===== src/rtl/latch_event_reader_if.sv =====
// rtl/latch_event_reader_if.sv - latch-side and status signals of the event latch reader
interface latch_event_reader_if #(
   parameter int CNT_W = 8
);
   logic             latch_in;
   logic             enable;
   logic             err_clr;
   logic             latch_clr;
   logic             event_pulse;
   logic             busy;
   logic             error;
   logic [CNT_W-1:0] event_cnt;

   modport master (
      output latch_in, enable, err_clr,
      input  latch_clr, event_pulse, busy, error, event_cnt
   );

   modport slave (
      input  latch_in, enable, err_clr,
      output latch_clr, event_pulse, busy, error, event_cnt
   );
endinterface


===== src/rtl/latch_event_reader.sv =====
// rtl/latch_event_reader.sv - synchronises an async set/reset latch, pulses EVENT, then clears the latch
module latch_event_reader #(
   parameter int SYNC_STAGES = 2,
   parameter int CLR_HOLD    = 2,
   parameter int TIMEOUT     = 15,
   parameter int CNT_W       = 8
) (
   input  logic                  clk_i,
   input  logic                  rst_i,
   latch_event_reader_if.slave   bus
);
   localparam int HOLD_W = $clog2(TIMEOUT + 1);

   typedef enum logic [1:0] {ST_IDLE, ST_CLEAR, ST_FAULT} state_e;

   state_e                 state_q;
   logic [SYNC_STAGES-1:0] sync_q;
   logic [SYNC_STAGES-1:0] sync_d;
   logic [HOLD_W-1:0]      hold_q;
   logic                   clr_q;
   logic                   event_q;
   logic                   busy_q;
   logic                   error_q;
   logic [CNT_W-1:0]       cnt_q;
   logic                   sync;
   logic                   clear_done;
   logic                   timeout_hit;

   assign sync_d = {sync_q[SYNC_STAGES-2:0], bus.latch_in};
   assign sync   = sync_q[SYNC_STAGES-1];

   // A latch seen cleared after the minimum hold beats a coincident timeout.
   assign clear_done  = (state_q == ST_CLEAR) && (hold_q >= HOLD_W'(CLR_HOLD)) && !sync;
   assign timeout_hit = (state_q == ST_CLEAR) && !clear_done && (hold_q == HOLD_W'(TIMEOUT));

   always_ff @(posedge clk_i) begin
      if (rst_i) begin
         state_q <= ST_IDLE;
         sync_q  <= '0;
         hold_q  <= '0;
         clr_q   <= 1'b0;
         event_q <= 1'b0;
         busy_q  <= 1'b0;
         error_q <= 1'b0;
         cnt_q   <= '0;
      end else begin
         sync_q  <= sync_d;
         event_q <= 1'b0;
         case (state_q)
            ST_IDLE: begin
               if (sync && bus.enable) begin
                  state_q <= ST_CLEAR;
                  event_q <= 1'b1;
                  clr_q   <= 1'b1;
                  busy_q  <= 1'b1;
                  cnt_q   <= cnt_q + CNT_W'(1);
                  hold_q  <= HOLD_W'(1);
               end
            end
            ST_CLEAR: begin
               if (clear_done) begin
                  state_q <= ST_IDLE;
                  clr_q   <= 1'b0;
                  busy_q  <= 1'b0;
               end else if (timeout_hit) begin
                  state_q <= ST_FAULT;
                  clr_q   <= 1'b0;
               end else begin
                  hold_q <= hold_q + HOLD_W'(1);
               end
            end
            ST_FAULT: begin
               // Wait for the stuck latch to drop before re-arming.
               if (!sync) begin
                  state_q <= ST_IDLE;
                  busy_q  <= 1'b0;
               end
            end
            default: begin
               state_q <= ST_IDLE;
               clr_q   <= 1'b0;
               busy_q  <= 1'b0;
            end
         endcase
         if (timeout_hit) begin
            error_q <= 1'b1;
         end else if (bus.err_clr) begin
            error_q <= 1'b0;
         end
      end
   end

   assign bus.latch_clr   = clr_q;
   assign bus.event_pulse = event_q;
   assign bus.busy        = busy_q;
   assign bus.error       = error_q;
   assign bus.event_cnt   = cnt_q;
endmodule


===== src/flat_wrapper.sv =====
// flat-port wrapper written by rule: the top's interface ports become plain ports
module latch_event_reader_flat 
#(
   parameter int SYNC_STAGES = 2,
   parameter int CLR_HOLD    = 2,
   parameter int TIMEOUT     = 15,
   parameter int CNT_W       = 8
)
  (clk_i, rst_i, bus_latch_in, bus_enable, bus_err_clr, bus_latch_clr, bus_event_pulse, bus_busy, bus_error, bus_event_cnt);
  latch_event_reader_if #(.CNT_W(CNT_W)) bus_i ();
  input  logic clk_i;
  input  logic rst_i;
  input wire logic [$bits(bus_i.latch_in)-1:0] bus_latch_in;
  input wire logic [$bits(bus_i.enable)-1:0] bus_enable;
  input wire logic [$bits(bus_i.err_clr)-1:0] bus_err_clr;
  output wire logic [$bits(bus_i.latch_clr)-1:0] bus_latch_clr;
  output wire logic [$bits(bus_i.event_pulse)-1:0] bus_event_pulse;
  output wire logic [$bits(bus_i.busy)-1:0] bus_busy;
  output wire logic [$bits(bus_i.error)-1:0] bus_error;
  output wire logic [$bits(bus_i.event_cnt)-1:0] bus_event_cnt;
  assign bus_i.latch_in = bus_latch_in;
  assign bus_i.enable = bus_enable;
  assign bus_i.err_clr = bus_err_clr;
  assign bus_latch_clr = bus_i.latch_clr;
  assign bus_event_pulse = bus_i.event_pulse;
  assign bus_busy = bus_i.busy;
  assign bus_error = bus_i.error;
  assign bus_event_cnt = bus_i.event_cnt;
  latch_event_reader #(.SYNC_STAGES(SYNC_STAGES), .CLR_HOLD(CLR_HOLD), .TIMEOUT(TIMEOUT), .CNT_W(CNT_W)) u_core (.clk_i(clk_i), .rst_i(rst_i), .bus(bus_i));
endmodule

===== config.mk =====
export PLATFORM = sky130hd
export DESIGN_NAME = latch_event_reader_flat
export DESIGN_NICKNAME = d
export VERILOG_FILES = /design/src/rtl/latch_event_reader_if.sv /design/src/rtl/latch_event_reader.sv /design/src/flat_wrapper.sv
export SDC_FILE = /design/constraint.sdc
export NUM_CORES = 1
export LEC_CHECK = 0
export CORE_ASPECT_RATIO = 1.25
export CORE_MARGIN = 2
export CORE_UTILIZATION = 47
export CTS_BUF_LIST = sky130_fd_sc_hd__clkbuf_8
export CTS_CLUSTER_DIAMETER = 30
export DETAILED_ROUTE_END_ITERATION = 6
export GPL_TIMING_DRIVEN = 0
export PLACE_DENSITY = 0.74
export SKIP_LAST_GASP = 1
export SYNTH_ARGS = -nofsm -noshare
export SYNTH_HDL_FRONTEND = slang
export SYNTH_SLANG_ARGS = --single-unit

===== constraint.sdc =====
create_clock -name clk_i -period 1.5 [get_ports clk_i]
set_input_delay 0.3 -clock clk_i [delete_from_list [all_inputs] [get_ports clk_i]]
set_output_delay 0.3 -clock clk_i [all_outputs]
set_load 0.1 [all_outputs]

==> results.md, run 1 <==
* Fin Clk Skew at 0.00406 ns
* Largest area contributor in the synthesized netlist: sky130_fd_sc_hd__dfxtp_1
* Number of cells after detailed placement at 129
* Proportion of netlist area held by the largest area contributor at 45.8%
* Worst-margin pin slew at 0.547 ns
* Number of fill cells in the layout at 157
* Standard-cell rows at 17
* Number of diodes added for antenna fixing at 0
* Share of synthesized cell area in and, or, nand and nor gates at 26.5%
* Worst reg2reg endpoint: u_core.hold_q[1]
* Clock Root Buffer: sky130_fd_sc_hd__clkbuf_8
* Sequential area share after synthesis at 45.8%
* Via count of the first global-routing pass at 685
* Yosys warning count at 0
* Combinational family with the most area after synthesis: simple AND/OR/NAND/NOR gates
* Final HPWL DP at 1.20 mm
* Synthesized flop and latch total at 20
* Multi-input combinational cell area at 488 sq um
* Routability Congestion at 0.761
* Tightest Hold Check Type: flop to flop
* Port Buffer Count at 16
* Setup-failing EPs final at 7
* Hold-fix buffer count after cts at 0
* Register-to-register setup slack at -0.15 ns
* Data arrival time at the worst-slack endpoint at 1.80 ns
* Minimum setup slack in the final design at -0.147 ns
* Drt first-iter violations at 6
* Placed instance area at 1070 sq um
* Portion of netlist area occupied by mux cells at 1.72%
* Mean area per synthesized cell at 9.29 sq um
* Global router's overall resource usage at 17.8%
* Cell types occupying the most area after synthesis: sky130_fd_sc_hd__dfxtp_1 46%, sky130_fd_sc_hd__a21oi_1 4.6%, sky130_fd_sc_hd__ha_1 4.3%, sky130_fd_sc_hd__nor2_1 4.3%, sky130_fd_sc_hd__xnor2_1 4.0%
* Result of the run: finished, violations left
* Highest ir drop seen on vdd at 0.000593 V
* Number of H-tree levels at 1
* Worst setup slack after placement at -0.460 ns
* TritonCTS Buffers at 3
* Routed WL per cell at 12.6 um
* Clock tree from TritonCTS: done
* Worst setup path end: u_core.hold_q[1]
* Violated checks: setup timing
* Share of the cycle needed by the critical path after routing at 110%
* Total length of routed wires at 1.75 mm
* Initial Utilization at 49.5%
* Area fraction in compound gates after synthesis at 12.0%
* Syn_nets at 102
* Required time at the endpoint of the critical path at 1.65 ns
* Final Hold Fails at 0
* Xor and xnor fraction of the mapped netlist area at 7.02%
* Endpoint type of the worst setup path: flop
* Antenna violations before repair at 0
* TNS Setup at -0.596 ns
* Cell count after synthesis at 94
* ANT nets after route at 0
* Design area at 1200 sq um
* Number of library cell types mapped by synthesis at 31
* Number of primary I/O pins at 17
* Total standard cell area after synthesis at 873 sq um
* Relative max-transition margin at 63.7%
* Commonest cells after routing, fill and taps aside: 10 x sky130_fd_sc_hd__nor2_1, 10 x sky130_fd_sc_hd__dfxtp_1, 10 x sky130_fd_sc_hd__dfxtp_2
* Area inside the core boundary at 1770 sq um
* Timing startpoint of the critical path: u_core.hold_q[0]
* Adder and majority cell fraction of the synthesized area at 4.30%
* Hold WS at 0.452 ns
* Max-cap viol count at 0
* Clock slew seen by the registers of the worst setup and hold paths at 0.07 ns
* Detailed-route vias per instance at 5.39
* Bufs on Longest Clock Path at 2
* Leak Pwr at 0.460 nW
* Die Area at 2220 sq um
* Net count, final at 129
* Peak fanout along the critical path at 3
* FMAX at 607 MHz
* DRT Pass-1 Iters at 4
* Clock sink count at 20
* Fraction of final layout cells sized beyond drive strength 1 at 38.3%
* Number of vias after detailed routing at 749
* Largest net degree at the start of global routing at 12
* Post-synthesis to final-layout area growth at 37.8%
* Category of the worst setup path launch point: flop
* Start-to-end type of the worst setup path: flop to flop
* Congestion Overflow GR at 0
* First-pass GRT wire length at 2.89 mm
* Reg-to-reg critical path startpoint: u_core.hold_q[0]
* Max-slew violation count at 0
* Reg area at 413 sq um
* Die boundary width at 42.6 um
* Final Non-Filler Cells at 139
* Total DRC errors in the routed layout at 0
* Die Y-Extent at 52.2 um
* Cell area power density at 875 nW/um^2
* Insertion delay of the later-clocked pin in the worst-skew pair at 0.26 ns
* Final min period at 1.65 ns
* Setup repair after global routing missed its margin: true
* Number of cell instances on the worst register-to-register path at 6
cell type report:
type / count / area share, %
repair buffers: 22 / 16.1
well taps: 19 / 1.98
clock buffers: 4 / 4.57
flip-flops and latches: 20 / 34.3
inverters: 2 / 0.624
multi-input cells: 68 / 40.5
plain buffers: 4 / 1.87
through the flow:
| stage | util (%) | power, mW |
|---|---|---|
| global route | 68.2 | 1.10 |
| floorplan | - | 0.617 |
| CTS | 67.1 | 1.06 |
| detailed placement | 60.6 | 0.643 |
| finish | 68.2 | 1.05 |
| global placement | 60.6 | 0.642 |
power breakdown:
part / switching, mW / internal (mW) / total, mW / leakage (nW)
clock: 0.173 / 0.234 / 0.407 / 0.0288
combinational: 0.0564 / 0.0411 / 0.0975 / 0.264
sequential: 0.00838 / 0.540 / 0.549 / 0.167
Yosys cell counts:
cell type / n
sky130_fd_sc_hd__dfxtp_1: 20
sky130_fd_sc_hd__nor2_1: 10
sky130_fd_sc_hd__a21oi_1: 8
sky130_fd_sc_hd__nand2_1: 6
sky130_fd_sc_hd__clkbuf_1: 4
sky130_fd_sc_hd__xnor2_1: 4
sky130_fd_sc_hd__ha_1: 3
sky130_fd_sc_hd__nand2b_1: 3
sky130_fd_sc_hd__nand4_1: 3
sky130_fd_sc_hd__nor3_1: 3
sky130_fd_sc_hd__xor2_1: 3
sky130_fd_sc_hd__a211oi_1: 2
sky130_fd_sc_hd__a31oi_1: 2
sky130_fd_sc_hd__and3_1: 2
sky130_fd_sc_hd__inv_1: 2
sky130_fd_sc_hd__nand3_1: 2
sky130_fd_sc_hd__nand3b_1: 2
sky130_fd_sc_hd__nor2b_1: 2
sky130_fd_sc_hd__a21oi_4: 1
sky130_fd_sc_hd__a31o_2: 1
sky130_fd_sc_hd__and4b_1: 1
sky130_fd_sc_hd__mux2_4: 1
sky130_fd_sc_hd__nand2_2: 1
sky130_fd_sc_hd__nand4bb_1: 1
sky130_fd_sc_hd__nor3b_1: 1
sky130_fd_sc_hd__nor4_1: 1
sky130_fd_sc_hd__nor4bb_1: 1
sky130_fd_sc_hd__o21ai_0: 1
sky130_fd_sc_hd__o31ai_1: 1
sky130_fd_sc_hd__or3_1: 1
sky130_fd_sc_hd__or4_4: 1
worst min-delay path by stage:
stage | start | end | slack, ns | cells past startpoint
after floorplan | u_core.sync_q[0] | u_core.sync_q[1] | 0.41 | 1
after global placement | u_core.sync_q[0] | u_core.sync_q[1] | 0.42 | 1
after detailed placement | u_core.sync_q[0] | u_core.sync_q[1] | 0.44 | 1
after CTS | u_core.sync_q[0] | u_core.sync_q[1] | 0.46 | 1
after global routing | u_core.sync_q[0] | u_core.sync_q[1] | 0.48 | 1
final | u_core.sync_q[0] | u_core.sync_q[1] | 0.45 | 1
logic make-up (layout without fill, tap and decap cells):
logic type,after synthesis,after routing
AND/OR/NAND/NOR,41,41
flip-flops,20,20
AO/OA/AOI/OAI,16,16
XOR/XNOR,7,7
buffers and inverters,6,32
adder cells (fa/ha/maj),3,3
multiplexers,1,1
registers in the layout (all words and copies together) (netlist names):
name	cells
u_core.sync_q	2
u_core.bus.event_pulse	1
u_core.bus.event_cnt	8
u_core.bus.busy	1
u_core.hold_q	4
u_core.bus.error	1
u_core.bus.latch_clr	1
u_core.state_q	2
repair_timing:
action / 4_1_cts / 5_1_grt
resized for setup: 43 / 19
endpoints found under the hold margin: 0 / 0
pin swaps: 1 / 4
cloned: 1 / 0
buffers inserted: 3 / 2
endpoints found under the setup margin: 28 / 23
per-layer routing:
metal	wire length (um)	up-vias	part of all wire [%]	GRT usage, %
met5	0	-	0	0
met1	781	347	45	21.7
met4	45	0	2.6	12.5
met2	857	16	49	27.4
met3	66	5	3.8	4.48
li1	-	381	-	-
worst max-delay path, stage by stage, from the launching register on:
cell and delay [ns]:
sky130_fd_sc_hd__dfxtp_2 0.34, sky130_fd_sc_hd__inv_2 0.05, sky130_fd_sc_hd__ha_4 0.14, sky130_fd_sc_hd__or4_4 0.44
sky130_fd_sc_hd__a21oi_4 0.18, sky130_fd_sc_hd__nand2_2 0.09, sky130_fd_sc_hd__mux2_4 0.30
Note: power is estimated with default switching activity, not from simulation.
==> run 2, diff against run 1 <==
--- a/constraint.sdc
+++ b/constraint.sdc
@@ -3,2 +3,2 @@
 set_output_delay 0.3 -clock clk_i [all_outputs]
-set_load 0.1 [all_outputs]
+set_load 0.01 [all_outputs]
==> results.md, run 2 (synthesized netlist as in run 1, its figures left out) <==
* Highest ir drop seen on vdd at 0.000581 V (-2.1%)
* Final HPWL DP at 1.22 mm (+2.1%)
* Register-to-register setup slack at -0.15 ns (about the same)
* TNS Setup at -0.813 ns (-0.218 ns)
* Worst-margin pin slew at 0.285 ns (-0.263 ns)
* Initial Utilization at 49.5% (unchanged)
* Leak Pwr at 0.548 nW (+19%)
* Max reg flops at 8 (unchanged)
* Fraction of the core area covered by cells at the end of the flow at 69.9% (+1.7 points)
* Congestion Overflow GR at 0 (unchanged)
* Total length of routed wires at 1.86 mm (+6.3%)
* Clock Root Buffer: sky130_fd_sc_hd__clkbuf_8
* Peak fanout along the critical path at 3 (unchanged)
* Largest net degree at the start of global routing at 12 (unchanged)
* Cell area power density at 833 nW/um^2 (-4.8%)
* Number of vias after detailed routing at 770 (+2.8%)
* Number of diodes added for antenna fixing at 0 (unchanged)
* DRT Pass-1 Iters at 4 (unchanged)
* Via count of the first global-routing pass at 784 (+14%)
* Die Y-Extent at 52.2 um (unchanged)
* Data arrival time at the worst-slack endpoint at 1.80 ns (about the same)
* ANT nets after route at 0 (unchanged)
* Tightest Hold Check Type: flop to flop
* Bufs on Longest Clock Path at 2 (unchanged)
* Fraction of final layout cells sized beyond drive strength 1 at 26.7% (-12 points)
* Buffers & Inverters on Critical Path at 1 (unchanged)
* Detailed-route vias per instance at 5.54 (+2.8%)
* Largest stage delay on the critical path at 0.44 ns (about the same)
* Comb pwr share at 7.5% (-1.8 points)
* Setup-failing EPs final at 9 (+2)
* Number of primary I/O pins at 17 (unchanged)
* Total DRC errors in the routed layout at 0 (unchanged)
* Worst reg2reg endpoint: u_core.hold_q[1]
* Max-cap viol count at 0 (unchanged)
* Insertion delay of the later-clocked pin in the worst-skew pair at 0.25 ns (about the same)
* Violated checks: setup timing
* Clock tree from TritonCTS: done
* Drt first-iter violations at 20 (+14)
* Number of fill cells in the layout at 136 (-13%)
* Post-synthesis to final-layout area growth at 41.3%
* First-pass GRT wire length at 3.00 mm (+3.8%)
* Design internal power at 0.814 mW (-0.15%)
* Category of the worst setup path launch point: flop
* Standard-cell rows at 17 (unchanged)
* Clock slew seen by the registers of the worst setup and hold paths at 0.07 ns (about the same)
* Clock share of power at 39.2% (+0.6 points)
* Timing startpoint of the critical path: u_core.hold_q[0]
* Start-to-end type of the worst setup path: flop to flop
* Minimum setup slack in the final design at -0.153 ns (-0.00512 ns)
* Commonest cells after routing, fill and taps aside: 15 x sky130_fd_sc_hd__dfxtp_1, 10 x sky130_fd_sc_hd__nor2_1, 9 x sky130_fd_sc_hd__clkdlybuf4s50_1
* Relative max-transition margin at 81.0% (+17 points)
* Antenna violations before repair at 0 (unchanged)
* Clock sink count at 20 (unchanged)
* Cells on Worst Hold Path at 1 (unchanged)
* Number of cell instances on the worst register-to-register path at 6 (unchanged)
* Share of the cycle needed by the critical path after routing at 110% (+0.34 points)
* Top Family by Delay on Critical Path: simple AND/OR/NAND/NOR gates
* Die Area at 2220 sq um (unchanged)
* Port Buffer Count at 16 (unchanged)
* Result of the run: finished, violations left
* Global router's overall resource usage at 17.7% (-0.16 points)
* Number of H-tree levels at 1 (unchanged)
* Reg-to-reg critical path startpoint: u_core.hold_q[0]
* Routed WL per cell at 13.4 um (+6.3%)
* TritonCTS Buffers at 3 (unchanged)
* Setup repair after global routing missed its margin: true
* Routability Congestion at 0.723 (-5.0%)
* Max-slew violation count at 0 (unchanged)
* Part of the total power dissipated in sequential elements at 53.3% (+1.2 points)
* Net switching power at 0.213 mW (-10%)
* Cells along the critical path: inv_2 -> ha_4 -> or4_4 -> a21oi_4 -> nand2_2 -> mux2_4
* Fin Clk Skew at 0.00341 ns (-0.000647 ns)
* Required time at the endpoint of the critical path at 1.64 ns (about the same)
* Area inside the core boundary at 1770 sq um (unchanged)
* Die boundary width at 42.6 um (unchanged)
* Stages on worst setup path at 6 (unchanged)
* Final Hold Fails at 0 (unchanged)
* FMAX at 605 MHz (-0.31%)
* Endpoint type of the worst setup path: flop
* Cell type of the slowest stage on the worst timing path: sky130_fd_sc_hd__or4_4
* Worst setup path end: u_core.hold_q[1]
* Net count, final at 129 (unchanged)
* Leading cell type in the layout, fill and taps excluded: sky130_fd_sc_hd__dfxtp_1
* Switching power as a share of total power at 20.8% (-1.8 points)
* Final min period at 1.65 ns (+0.00512 ns)
-- run 2: worst register-to-register path: cells and delay by family (launching register included) --
kind	cells	cell delay, ns
buffers and inverters	1	0.05
and+or+nand+nor	2	0.53
AOI/OAI and AO/OA	1	0.19
adders and majority gates	1	0.14
DFF	1	0.34
muxes	1	0.30
-- run 2: per-layer routing --
| layer | GRT usage, % | wire (um) |
|---|---|---|
| met5 | 0 | 0 |
| met4 | 10.4 | 8 |
| met3 | 3.10 | 52 |
| met2 | 33.1 | 1030 |
| met1 | 18.2 | 772 |
-- run 2: timing repair --
| item | CTS | global route |
|---|---|---|
| pin swaps | 5 | 4 |
| setup buffers | 6 | 0 |
| resized for setup | 11 | 20 |
| setup endpoints to repair | 21 | 21 |
| hold buffers | 0 | 0 |
-- run 2: final cells by class --
| class | instances | area (sq um) | area share, % |
|---|---|---|---|
| tap | 19 | 23.8 | 1.93 |
| timing repair buffer | 22 | 223 | 18.1 |
| multi-input combinational | 68 | 495 | 40.2 |
| clock buffer | 4 | 55.1 | 4.46 |
| sequential | 20 | 407 | 33.0 |
| buffer | 4 | 22.5 | 1.83 |
| inverter | 2 | 7.51 | 0.609 |
-- run 2: power groups by stage --
stage          clock (mW)  combinational (mW)  sequential (mW)
2_1_floorplan           0              0.0324            0.561
3_3_place_gp            0              0.0580            0.560
3_5_place_dp            0              0.0597            0.561
4_1_cts             0.412              0.0732            0.547
5_1_grt             0.434              0.0835            0.548
6_report            0.402              0.0774            0.548
-- run 2: stage by stage --
| stage | power (mW) | hold WS, ns | setup WS (ns) | cells | instance area, sq um |
|---|---|---|---|---|---|
| 2_1_floorplan | 0.593 | 0.414 | -0.133 | 94 | 877 |
| 3_3_place_gp | 0.618 | 0.421 | -0.408 | 129 | 1060 |
| 3_5_place_dp | 0.620 | 0.436 | -0.418 | 129 | 1060 |
| 4_1_cts | 1.03 | 0.453 | -0.163 | 139 | 1180 |
| 5_1_grt | 1.07 | 0.476 | -0.200 | 139 | 1230 |
| 6_report | 1.03 | 0.453 | -0.153 | 139 | 1230 |
-- run 2: worst min-delay path by stage --
stage                                start          endpoint  slack (ns)
after floorplan           u_core.sync_q[0]  u_core.sync_q[1]        0.41
after global placement    u_core.sync_q[0]  u_core.sync_q[1]        0.42
after detailed placement  u_core.sync_q[0]  u_core.sync_q[1]        0.44
after CTS                 u_core.sync_q[0]  u_core.sync_q[1]        0.45
after global routing      u_core.sync_q[0]  u_core.sync_q[1]        0.48
final                     u_core.sync_q[0]  u_core.sync_q[1]        0.45
==> run 3, diff against run 2 <==
Settings changed: PLACE_DENSITY 0.74 to unset, PLACE_DENSITY_LB_ADDON set to 0.1.
==> results.md, run 3 (synthesized netlist as in run 1, its figures left out) <==
* Drt first-iter violations at 7 (-65%)
* Global router's overall resource usage at 17.8% (+0.086 points)
* Result of the run: finished, violations left
* Congestion Overflow GR at 0 (unchanged)
* Die boundary width at 42.6 um (unchanged)
* Total power consumption of the routed design at 1.15 mW (+12%)
* Net count, final at 130 (+0.78%)
* Routed WL per cell at 13.3 um (-0.93%)
* Total length of routed wires at 1.86 mm (-0.22%)
* Insertion delay of the later-clocked pin in the worst-skew pair at 0.25 ns (about the same)
* Number of primary I/O pins at 17 (unchanged)
* Tightest Hold Check Type: flop to flop
* Port Buffer Count at 16 (unchanged)
* Required time at the endpoint of the critical path at 1.65 ns (about the same)
* Number of H-tree levels at 1 (unchanged)
* Worst-margin pin slew at 0.273 ns (-0.0123 ns)
* Max reg flops at 8 (unchanged)
* Leading cell type in the layout, fill and taps excluded: sky130_fd_sc_hd__dfxtp_1
* Final min period at 1.68 ns (+0.0231 ns)
* Bufs on Longest Clock Path at 2 (unchanged)
* FMAX at 597 MHz (-1.4%)
* DRT Pass-1 Iters at 3 (-1)
* Via count of the first global-routing pass at 710 (-9.4%)
* Largest net degree at the start of global routing at 13 (+1)
* Max-cap viol count at 0 (unchanged)
* Cell area power density at 931 nW/um^2 (+12%)
* Number of cells after detailed placement at 129 (unchanged)
* Antenna violations before repair at 0 (unchanged)
* Highest ir drop seen on vdd at 0.000736 V (+27%)
* Clock tree from TritonCTS: done
* Violated checks: setup timing
* TritonCTS Buffers at 3 (unchanged)
* Standard-cell rows at 17 (unchanged)
* Setup-failing EPs final at 9 (unchanged)
* Minimum setup slack in the final design at -0.176 ns (-0.0231 ns)
* Detailed-route vias per instance at 5.40 (-2.5%)
* Die Y-Extent at 52.2 um (unchanged)
* Data arrival time at the worst-slack endpoint at 1.82 ns (+0.02 ns)
* Peak fanout along the critical path at 5 (+2)
* Clock Root Buffer: sky130_fd_sc_hd__clkbuf_8
* Relative max-transition margin at 81.7% (+0.69 points)
* Final HPWL DP at 1.18 mm (-3.2%)
* Worst setup slack after placement at -0.446 ns (-0.0276 ns)
* Leak Pwr at 0.555 nW (+1.3%)
* Fin Clk Skew at 0.00360 ns (+0.000194 ns)
* Max-slew violation count at 0 (unchanged)
* Clock slew seen by the registers of the worst setup and hold paths at 0.07 ns (about the same)
* Start-to-end type of the worst setup path: flop to flop
* Share of the cycle needed by the critical path after routing at 112% (+1.5 points)
* Setup repair after global routing missed its margin: true
* Number of vias after detailed routing at 756 (-1.8%)
* Area inside the core boundary at 1770 sq um (unchanged)
* First-pass GRT wire length at 2.91 mm (-3.0%)
* Final Non-Filler Cells at 140 (+0.72%)
* Routability Congestion at 0.727 (+0.58%)
* Final Hold Fails at 0 (unchanged)
* ANT nets after route at 0 (unchanged)
* Total DRC errors in the routed layout at 0 (unchanged)
* Endpoint type of the worst setup path: flop
* Category of the worst setup path launch point: flop
* Post-synthesis to final-layout area growth at 42.0%
* Die Area at 2220 sq um (unchanged)
* Clock sink count at 20 (unchanged)
* Initial Utilization at 49.5% (unchanged)
* Number of fill cells in the layout at 143 (+5.1%)
* Number of diodes added for antenna fixing at 0 (unchanged)
* Commonest cells after routing, fill and taps aside: 16 x sky130_fd_sc_hd__dfxtp_1, 10 x sky130_fd_sc_hd__nor2_1, 9 x sky130_fd_sc_hd__clkdlybuf4s50_1
* Fraction of final layout cells sized beyond drive strength 1 at 27.3% (+0.61 points)
-- run 3: changes by cell type in the layout (fill, tap and decap cells not counted), sizes merged --
cell    previous run  this run
buf                8         9
bufinv             0         1
clkbuf             6         5
-- run 3: final timing paths --
kind	from	end	slack, ns	depth (start not counted)
worst min-delay path	u_core.sync_q[0]	u_core.sync_q[1]	0.45	1
worst max-delay path	u_core.hold_q[0]	u_core.hold_q[1]	-0.18	6
worst min register to register	u_core.sync_q[0]	u_core.sync_q[1]	0.45	1
worst max register to register	u_core.hold_q[0]	u_core.hold_q[1]	-0.18	6
-- run 3: where the power goes --
group	total, mW	internal, mW	switching, mW
sequential	0.548	0.540	0.00795
clock	0.530	0.356	0.174
combinational	0.0767	0.0420	0.0347
total	1.15	0.938	0.217
-- run 3: stage by stage --
step	cell area (sq um)	TNS (ns)	hold slack, ns	utilization [%]
final	1240	-0.821	0.450	70.2
after global routing	1240	-1.51	0.464	70.2
after CTS	1170	-0.930	0.452	66.5
after detailed placement	1060	-5.01	0.435	60.1
after global placement	1060	-4.42	0.421	60.1
after floorplan	877	-0.141	0.414	-
-- run 3: critical path: stages, from the launching register on --
cell and delay (ns):
sky130_fd_sc_hd__dfxtp_2 0.34, sky130_fd_sc_hd__inv_2 0.04, sky130_fd_sc_hd__ha_2 0.16, sky130_fd_sc_hd__or4_4 0.44
sky130_fd_sc_hd__a21oi_4 0.20, sky130_fd_sc_hd__nand2_2 0.09, sky130_fd_sc_hd__mux2_4 0.30
-- run 3: routing by layer --
layer / track usage (%) / part of all wire [%] / vias to the layer above
li1: - / - / 383
met1: 21.0 / 43 / 357
met2: 30.3 / 52 / 14
met3: 3.10 / 3.7 / 2
met4: 9.90 / 0.75 / 0
met5: 0 / 0 / -
-- run 3: layout make-up --
| class | instances | area (sq um) | area share [%] |
|---|---|---|---|
| Multi-Input combinational cell | 68 | 487 | 39.3 |
| Sequential cell | 20 | 405 | 32.7 |
| Timing Repair Buffer | 23 | 223 | 18.0 |
| Clock buffer | 3 | 41.3 | 3.33 |
| Clock inverter | 1 | 30.0 | 2.42 |
| Tap cell | 19 | 23.8 | 1.92 |
| Buffer | 4 | 22.5 | 1.82 |
| Inverter | 2 | 7.51 | 0.605 |
-- run 3: timing repair --
action	CTS	global route
pin swaps	5	6
hold buffers	0	0
buffers inserted	4	3
resized for setup	9	18
endpoints found under the setup margin	21	23
